===== config.mk =====
export PLATFORM = sky130hd
export DESIGN_NAME = booth_mult_pipe
export DESIGN_NICKNAME = d
export VERILOG_FILES = /design/src/rtl/booth_mult_pipe.sv
export SDC_FILE = /design/constraint.sdc
export NUM_CORES = 1
export LEC_CHECK = 0
export BUFFER_PORTS_ARGS = -buffer_cell sky130_fd_sc_hd__buf_2
export CAP_MARGIN = 40
export CORE_ASPECT_RATIO = 1.2
export CORE_MARGIN = 3
export CORE_UTILIZATION = 34
export DETAILED_ROUTE_END_ITERATION = 10
export GPL_TIMING_DRIVEN = 0
export SLEW_MARGIN = 30
export SYNTH_ARGS = -nofsm -noshare
export SYNTH_HDL_FRONTEND = slang
export SYNTH_SLANG_ARGS = --single-unit

===== constraint.sdc =====
create_clock -name i_clk -period 7.9 [get_ports i_clk]
set_input_delay 1.58 -clock i_clk [delete_from_list [all_inputs] [get_ports i_clk]]
set_output_delay 1.58 -clock i_clk [all_outputs]
set_load 0.01 [all_outputs]

===== src/rtl/booth_mult_pipe.sv =====
// booth_mult_pipe: pipelined radix-4 Booth multiplier with valid/ready
// handshake, per-transaction signed/unsigned mode and a pass-through tag.
// Optional feature macro: BOOTH_MULT_TREE_DEBUG_EN adds o_dbg_sum/o_dbg_carry,
// the final carry-save vectors aligned with o_out_valid.
//
// Stage layout (stage index 1..STAGES):
//   stage 1           : extended operands + tag (no partial products yet)
//   stages 2..STAGES-1: carry-save reduction, partial products split evenly
//   stage STAGES      : carry-propagate result (output register)
// With STAGES=1 the whole recode/reduce/add path feeds the output register.
module booth_mult_pipe #(
    parameter int WIDTH  = 16,
    parameter int STAGES = 3,
    parameter int TAG_W  = 4
) (
    input  logic                 i_clk,
    input  logic                 i_rst_n,
    input  logic                 i_in_valid,
    output logic                 o_in_ready,
    input  logic [WIDTH-1:0]     i_in_a,
    input  logic [WIDTH-1:0]     i_in_b,
    input  logic                 i_in_signed,
    input  logic [TAG_W-1:0]     i_in_tag,
    input  logic                 i_flush,
    output logic                 o_out_valid,
    input  logic                 i_out_ready,
    output logic [2*WIDTH-1:0]   o_out_result,
    output logic [TAG_W-1:0]     o_out_tag
`ifdef BOOTH_MULT_TREE_DEBUG_EN
    ,
    output logic [2*WIDTH-1:0]   o_dbg_sum,
    output logic [2*WIDTH-1:0]   o_dbg_carry
`endif
);

    localparam int NPP = WIDTH / 2 + 1;   // Booth digits for a WIDTH+1 bit operand
    localparam int PW  = 2 * WIDTH + 2;   // partial product width
    localparam int OW  = 2 * WIDTH;
`ifdef BOOTH_MULT_TREE_DEBUG_EN
    localparam bit DBG = 1'b1;
`else
    localparam bit DBG = 1'b0;
`endif

    // Number of partial products already folded into the data held by stage k.
    function automatic int pp_done(input int k);
        if (k >= STAGES) return NPP;
        if (k <= 1) return 0;
        return (NPP * (k - 1)) / (STAGES - 2);
    endfunction

    // One radix-4 Booth partial product, sign-extended to PW and weighted by 4^idx.
    function automatic logic [PW-1:0] booth_pp(input logic [WIDTH:0] a,
                                               input logic [WIDTH:0] b,
                                               input int idx);
        logic [WIDTH+2:0] yy;
        logic [2:0]       sel;
        logic [PW-1:0]    m;
        logic [PW-1:0]    pp;
        yy  = {a[WIDTH], a, 1'b0};        // sign-extend to even length, append y[-1]=0
        sel = yy[2*idx +: 3];
        m   = {{(PW-WIDTH-1){b[WIDTH]}}, b};
        case (sel)
            3'b001, 3'b010: pp = m;
            3'b011:         pp = m << 1;
            3'b100:         pp = -(m << 1);
            3'b101, 3'b110: pp = -m;
            default:        pp = '0;
        endcase
        return pp << (2 * idx);
    endfunction

    // Fold partial products [lo, hi) into a sum/carry pair with 3:2 compressors.
    function automatic logic [2*PW-1:0] csa_span(input logic [PW-1:0] s_in,
                                                 input logic [PW-1:0] c_in,
                                                 input logic [WIDTH:0] a,
                                                 input logic [WIDTH:0] b,
                                                 input int lo,
                                                 input int hi);
        logic [PW-1:0] s, c, pp, t;
        s = s_in;
        c = c_in;
        for (int i = 0; i < NPP; i++) begin
            if (i >= lo && i < hi) begin
                pp = booth_pp(a, b, i);
                t  = s ^ c ^ pp;
                c  = ((s & c) | (s & pp) | (c & pp)) << 1;
                s  = t;
            end
        end
        return {s, c};
    endfunction

    logic [STAGES-1:0] r_vld;
    logic [WIDTH:0]    r_ax  [STAGES];
    logic [WIDTH:0]    r_bx  [STAGES];
    logic [PW-1:0]     r_s   [STAGES];
    logic [PW-1:0]     r_c   [STAGES];
    logic [TAG_W-1:0]  r_tag [STAGES];
    logic [OW-1:0]     r_res;

    logic [STAGES-1:0] w_vld_in;
    logic [WIDTH:0]    w_ax_in  [STAGES];
    logic [WIDTH:0]    w_bx_in  [STAGES];
    logic [PW-1:0]     w_s_in   [STAGES];
    logic [PW-1:0]     w_c_in   [STAGES];
    logic [TAG_W-1:0]  w_tag_in [STAGES];
    logic [PW-1:0]     w_s_out  [STAGES];
    logic [PW-1:0]     w_c_out  [STAGES];
    logic              w_en;
    logic              w_accept;

    assign w_en         = !r_vld[STAGES-1] || i_out_ready;
    assign o_in_ready   = w_en && !i_flush;
    assign w_accept     = i_in_valid && o_in_ready;
    assign o_out_valid  = r_vld[STAGES-1];
    assign o_out_result = r_res;
    assign o_out_tag    = r_tag[STAGES-1];
`ifdef BOOTH_MULT_TREE_DEBUG_EN
    assign o_dbg_sum    = r_s[STAGES-1][OW-1:0];
    assign o_dbg_carry  = r_c[STAGES-1][OW-1:0];
`endif

    // Stage inputs and the carry-save work each stage performs before its register.
    always_comb begin
        w_vld_in[0] = w_accept;
        w_ax_in[0]  = {i_in_signed & i_in_a[WIDTH-1], i_in_a};
        w_bx_in[0]  = {i_in_signed & i_in_b[WIDTH-1], i_in_b};
        w_s_in[0]   = '0;
        w_c_in[0]   = '0;
        w_tag_in[0] = i_in_tag;
        for (int k = 1; k < STAGES; k++) begin
            w_vld_in[k] = r_vld[k-1];
            w_ax_in[k]  = r_ax[k-1];
            w_bx_in[k]  = r_bx[k-1];
            w_s_in[k]   = r_s[k-1];
            w_c_in[k]   = r_c[k-1];
            w_tag_in[k] = r_tag[k-1];
        end
        for (int k = 0; k < STAGES; k++) begin
            {w_s_out[k], w_c_out[k]} = csa_span(w_s_in[k], w_c_in[k], w_ax_in[k], w_bx_in[k],
                                                pp_done(k), pp_done(k + 1));
        end
    end

    // Valid bits: shift on advance, cleared by flush regardless of advance.
    always_ff @(posedge i_clk or negedge i_rst_n) begin
        if (!i_rst_n) begin
            r_vld <= '0;
        end else if (i_flush) begin
            r_vld <= '0;
        end else if (w_en) begin
            r_vld <= w_vld_in;
        end
    end

    // Data registers shift with the valid bits; final stage holds the CPA result.
    always_ff @(posedge i_clk or negedge i_rst_n) begin
        if (!i_rst_n) begin
            for (int k = 0; k < STAGES; k++) begin
                r_ax[k]  <= '0;
                r_bx[k]  <= '0;
                r_s[k]   <= '0;
                r_c[k]   <= '0;
                r_tag[k] <= '0;
            end
            r_res <= '0;
        end else if (w_en) begin
            for (int k = 0; k < STAGES; k++) begin
                r_ax[k]  <= w_ax_in[k];
                r_bx[k]  <= w_bx_in[k];
                r_tag[k] <= w_tag_in[k];
                // last-stage sum/carry only exist to feed the debug outputs
                if (k < STAGES - 1 || DBG) begin
                    r_s[k] <= w_s_out[k];
                    r_c[k] <= w_c_out[k];
                end
            end
            r_res <= w_s_out[STAGES-1][OW-1:0] + w_c_out[STAGES-1][OW-1:0];
        end
    end

endmodule

# Word level (Yosys, flattened, before mapping)
# Index checks and enable logic that the tools add are counted.
# op_classes
addsub,3
n_eq_ne,51
mux,11
n_bitwise,53
n_reduce_logical,22
# ops
cell,count
$and 31x31->31,22
$xor 32x32->32,15
$or 31x31->31,14
$pmux 30 s4,1
$pmux 28 s4,1
$pmux 26 s4,1
$pmux 24 s4,1
$pmux 32 s3,1
$pmux 22 s4,1
$pmux 20 s4,1
$eq 3x3->1 const B,24
$pmux 18 s4,1
$neg 32->32,2
$pmux 16 s4,1
$eq 3x2->1 const B,16
$add 32x32->32,1
$reduce_or 2->1,16
$eq 3x1->1 const B,8
$mux 3,2
$eq 2x2->1 const B,2
$and 1x1->1,2
$eq 2x1->1 const B,1
$logic_and 1x1->1,2
$logic_not 1->1,2
2 further kinds,2
# word_totals
reg_bits,144
input_bits,42
output_inout_bits,38
elab_cells,149

# Logic depth before layout (Yosys ltp)
# logic_depth
word_depth,25
mapped_depth,28
depth_no_buf,27

# Worst setup path before layout
# OpenSTA, ideal clock, no wires.
# synth_timing
kind,flip-flop to flip-flop
from,reg r_bx[43] (netlist name)
to,reg r_s[65] (netlist name)
setup_time_ps,77
arrival_ps,6827
required_time_ps,7823
path_slack_ps,996
stages_incl_launch_ff,29
path_buffers,2
period_less_slack_ps,6904
path_cell_list,dfrtp_1 buf_6 nor4_4 nand4_2 nor2_1 buf_2 nor2_1 a211oi_1 o31ai_1 ha_1 inv_1 fa_1 inv_1 fa_1 inv_1 fa_1 inv_1 fa_1 inv_1 fa_1 fa_1 xnor2_1 xnor2_1 xnor2_1 xnor2_1 xnor2_1 xnor3_1 xnor3_1 a21oi_1
# synth_via
elab_chain_len,23
word_cells_on_any_way,57
cone_classes,add/sub: 2; mux: 9; bitwise: 46
# synth_lines
element,line_no,text
"start, declared",96,logic [WIDTH:0] r_bx [STAGES];
"start signal, assigned by index",171,r_bx[k] <= w_bx_in[k];
$neg 32->32 (on tied branches),"67, 66",
$pmux 30 s4 or $pmux 32 s3 (tied branches),63,case (sel)
$xor 32x32->32 or $and 31x31->31 (tied branches),"86, 87",
$and 31x31->31,87,c = ((s & c) | (s & pp) | (c & pp)) << 1;
$or 31x31->31 (2 in series),87,
$and 31x31->31,87,
$or 31x31->31 (2 in series),87,
$and 31x31->31,87,
$or 31x31->31 (2 in series),87,
$and 31x31->31,87,
$or 31x31->31 (2 in series),87,
$and 31x31->31,87,
$or 31x31->31 (2 in series),87,
$and 31x31->31,87,
$or 31x31->31 (2 in series),87,
$xor 32x32->32,86,t = s ^ c ^ pp;
$xor 32x32->32 *,86,
"end signal, assigned by index",175,r_s[k] <= w_s_out[k];
"end, declared",97,logic [PW-1:0] r_s [STAGES];
# Every way passes the cells marked *; elsewhere a longest branch is shown, timed or not.
# A chain may end at the register's enable or synchronous reset.

# Final worst setup path
# layout_timing
from,reg r_bx[38] (netlist name)
to,reg r_s[51] (netlist name)
# layout_via
elab_chain_len,23
word_cells_on_any_way,55
cone_classes,add/sub: 2; mux: 7; bitwise: 46
# layout_lines
element,line_no
$neg 32->32 (on tied branches),-
$pmux 30 s4 or $pmux 32 s3 (tied branches),63
$xor 32x32->32 or $and 31x31->31 (tied branches),"86, 87"
$and 31x31->31,87
$or 31x31->31 (2 in series),87
$and 31x31->31,87
$or 31x31->31 (2 in series),87
$and 31x31->31,87
$or 31x31->31 (2 in series),87
$and 31x31->31,87
$or 31x31->31 (2 in series),87
$and 31x31->31,87
$or 31x31->31 (2 in series),87
$and 31x31->31,87
$or 31x31->31 (2 in series),87
$xor 32x32->32 * (2 in series),86
# Marked as above.

==> metrics.csv <==
stage,metric,value,unit
critical_path,crit_type,reg -> reg,
cts,cts_max_path_buffers,2,
run_status,status,completed,
synth,syn_nets,2477,
cts,clk_pin_slew,0.07,ns
timing,setup_tns,0,ns
critical_path,crit_fanout,13,
synth,ys.flop_type,dfrtp_1,
pwr,p_leak,8.46,nW
synth,ys_types,78,
global_routing,grt_max_degree,77,
timing,fmax,128,MHz
synth,synth-seq-cells,135,
timing,min_period,7.80,ns
detailed_routing,routedWlPerCell,31.3,um
critical_path,crit_end,r_s[51],
global_routing,antenna_found_initial,1,
finish,final_cell_mix,"nand2_1, a21oi_1, nor2_1",
timing,worst_pin_slew,1.01,ns
finish,fillers,5220,
place,gp_routability_congestion,1.03,
place,hpwl,74300,um
pwr,p_per_area,401,nW/um^2
run,max_cap_violations,0,
critical_path,setup.worst_path.start,r_bx[38],
detailed_routing,drc_errors,0,
floorplanning,core-area,49700,um^2
cts,cts-root-buf,clkbuf_16,
floorplanning,ios,80,
finish,drive_above_1_share,9.89,%
detailed_routing,drt_iter0_markers,2305,
critical_path,reg2reg_depth,21,
timing,rsz0062_at_grt,yes,
floorplanning,dieArea,53600,um^2
global_routing,grt_pass1_vias,18465,
synth,synth-seq-area-share,19.6,%
cts,numCtsBuffers,17,
critical_path,cp-start-kind,flop,
global_routing,use_met1,42.1,%
finish,multi_input_area,12800,um^2
synth,synth-edff-count,0,
synth,ys.warnings.count,0,
global_routing,use_met2,55.2,%
floorplanning,initial_core_util,34.8,%
critical_path,timing.rr.start,r_bx[38],
detailed_routing,first_pass_iters,6,
timing,slew_viol_final,0,
synth,synthesis.area,17300,um^2
timing,fin_crit_sh,98.8,%
detailed_routing,drt_wl_total,93700,um
timing,slew_headroom,32.5,%
cts,insertion_delay,0.48,ns
synth,synthCells,2206,
detailed_routing,antenna_left,0,
finish,final_common_cell,nand2_1,
pwr,worst_ir_drop_vdd,161,uV
finish,seq_area,3380,um^2
cts,cts.sinks,135,
synth,async_flop_share,100,%
pwr,p_total,7.91,mW
cts,cts_tree,yes,
place,pre_cts_ws,-0.789,ns
timing,worst_slack,0.0972,ns
floorplanning,row_count,89,
finish,fin_util,39.7,%
finish,area_growth,14.2,%
timing,hold_violations,0,
timing,finalSetupViolations,0,
timing,fin_worst_skew,0.0217,ns
cts,htree_num_levels,4,
critical_path,r2r_slack,0.1,ns
global_routing,grtUsageMet3,6.95,%
critical_path,end_kind,flop,
synth,syn_avg_cell_area,7.83,um^2
finish,nets,2613,
global_routing,top_usage_layer,met2,
floorplanning,fp.dieW,212,um
global_routing,grt_overflow,0,
critical_path,arrival,8.14,ns
place,io_buffers,79,
global_routing,grtUsageTotal,34.8,%
detailed_routing,vias_per_cell,6.20,
global_routing,grt_pass1_wl,133000,um
critical_path,worstPathRequired,8.24,ns
critical_path,r2r_end,r_s[51],
hold_path,hp-class,reg -> reg,
floorplanning,die_h,253,um
detailed_routing,vias,18559,
==> synthesized netlist by cell type (5+ instances only) <==
cell | instances | area [um^2]
a211o_1 | 9 | 78.8
a211oi_1 | 41 | 308
a21o_1 | 30 | 225
a21oi_1 | 199 | 996
a221o_1 | 7 | 70.1
a221oi_1 | 21 | 184
a22o_1 | 13 | 114
a22oi_1 | 17 | 128
a31oi_1 | 42 | 263
and2_1 | 7 | 43.8
buf_1 | 22 | 82.6
buf_2 | 8 | 40.0
clkbuf_1 | 178 | 668
clkinv_1 | 6 | 22.5
dfrtp_1 | 135 | 3380
fa_1 | 148 | 2960
ha_1 | 81 | 1010
inv_1 | 99 | 372
mux2i_1 | 55 | 551
nand2_1 | 377 | 1420
nand2b_1 | 6 | 37.5
nand3_1 | 22 | 110
nor2_1 | 175 | 657
nor3_1 | 24 | 120
o211ai_1 | 40 | 300
o21a_1 | 9 | 67.6
o21ai_0 | 175 | 876
o21ai_1 | 9 | 45.0
o221ai_1 | 5 | 43.8
o22ai_1 | 43 | 269
o31ai_1 | 16 | 120
xnor2_1 | 56 | 490
xor2_1 | 38 | 333
==> layout make-up <==
type,instances,share of cell area (%)
flip-flops and latches,135,17.1
clock inverters,15,0.875
inverters,109,2.08
plain buffers,212,4.42
repair buffers,120,4.20
well taps,637,4.04
multi-input cells,1747,65.1
clock buffers,17,2.16
diodes,2,0.0254
==> worst max-delay path, stage by stage, from the launching register on <==
cell	delay [ns]
dfrtp_1	0.41
clkbuf_1	0.54
nor2_1	0.17
and4_1	0.23
buf_2	0.22
nand2_1	0.59
a21o_1	0.67
nor2_1	0.09
a21oi_1	0.15
o22ai_1	0.10
nor2_1	0.13
a31oi_1	0.08
ha_1	0.35
inv_1	0.05
fa_1	0.50
fa_1	0.57
fa_1	0.56
fa_1	0.57
fa_1	0.54
fa_1	0.52
fa_1	0.56
a21oi_1	0.06
==> where the power goes <==
part | leakage (nW) | internal (mW) | switching (mW)
sequential | 1.62 | 1.01 | 0.123
combinational | 6.55 | 2.58 | 3.35
clock | 0.290 | 0.452 | 0.396
==> flip-flops by register name (all words and copies together), names as in the netlist <==
signal	cells
r_tag	8
r_ax	17
o_out_result	32
r_s	32
r_c	22
o_out_tag	4
r_bx	17
r_vld	3
==> through the flow <==
step	hold slack (ns)	cells	instance area (um^2)
floorplan	0.439	2206	17300
global placement	0.447	2922	18500
detailed placement	0.455	2951	18900
CTS	0.471	2984	19600
global route	0.487	2992	19700
finish	0.464	2994	19700
==> kinds of logic after synthesis <==
kind of cell	count (synthesis)	share of synthesized area, %
AOI/OAI and AO/OA	716	25.9
and+or+nand+nor	646	15.6
buffers and inverters	324	7.32
adders and majority gates	229	23.0
DFF	135	19.6
xor gates and xnor gates	97	5.16
muxes	59	3.45
==> routing by layer <==
| layer | up-vias | routed length (um) |
|---|---|---|
| met2 | 1201 | 41900 |
| met3 | 361 | 8070 |
| li1 | 7940 | - |
| met4 | 0 | 8410 |
| met1 | 9057 | 35400 |
| met5 | - | 0 |
==> timing repair <==
action / CTS / global route
setup endpoints to repair: 10 / 11
resized for setup: 8 / 17
setup buffers: 3 / 4
hold buffers: 0 / 0
pin swaps: 3 / 3
==> how the worst min path moves through the flow <==
stage	start	end	slack [ns]	depth (start not counted)
after floorplan	r_s[36]	r_s[36]	0.44	2
final	o_out_result[3]	o_out_result[3]	0.46	2
after global placement	o_out_result[2]	o_out_result[2]	0.45	2
after CTS	o_out_result[2]	o_out_result[2]	0.47	2
after detailed placement	o_out_result[3]	o_out_result[3]	0.46	2
after global routing	r_s[40]	r_s[40]	0.49	2
No activity file was read; power rests on OpenSTA's default activity.
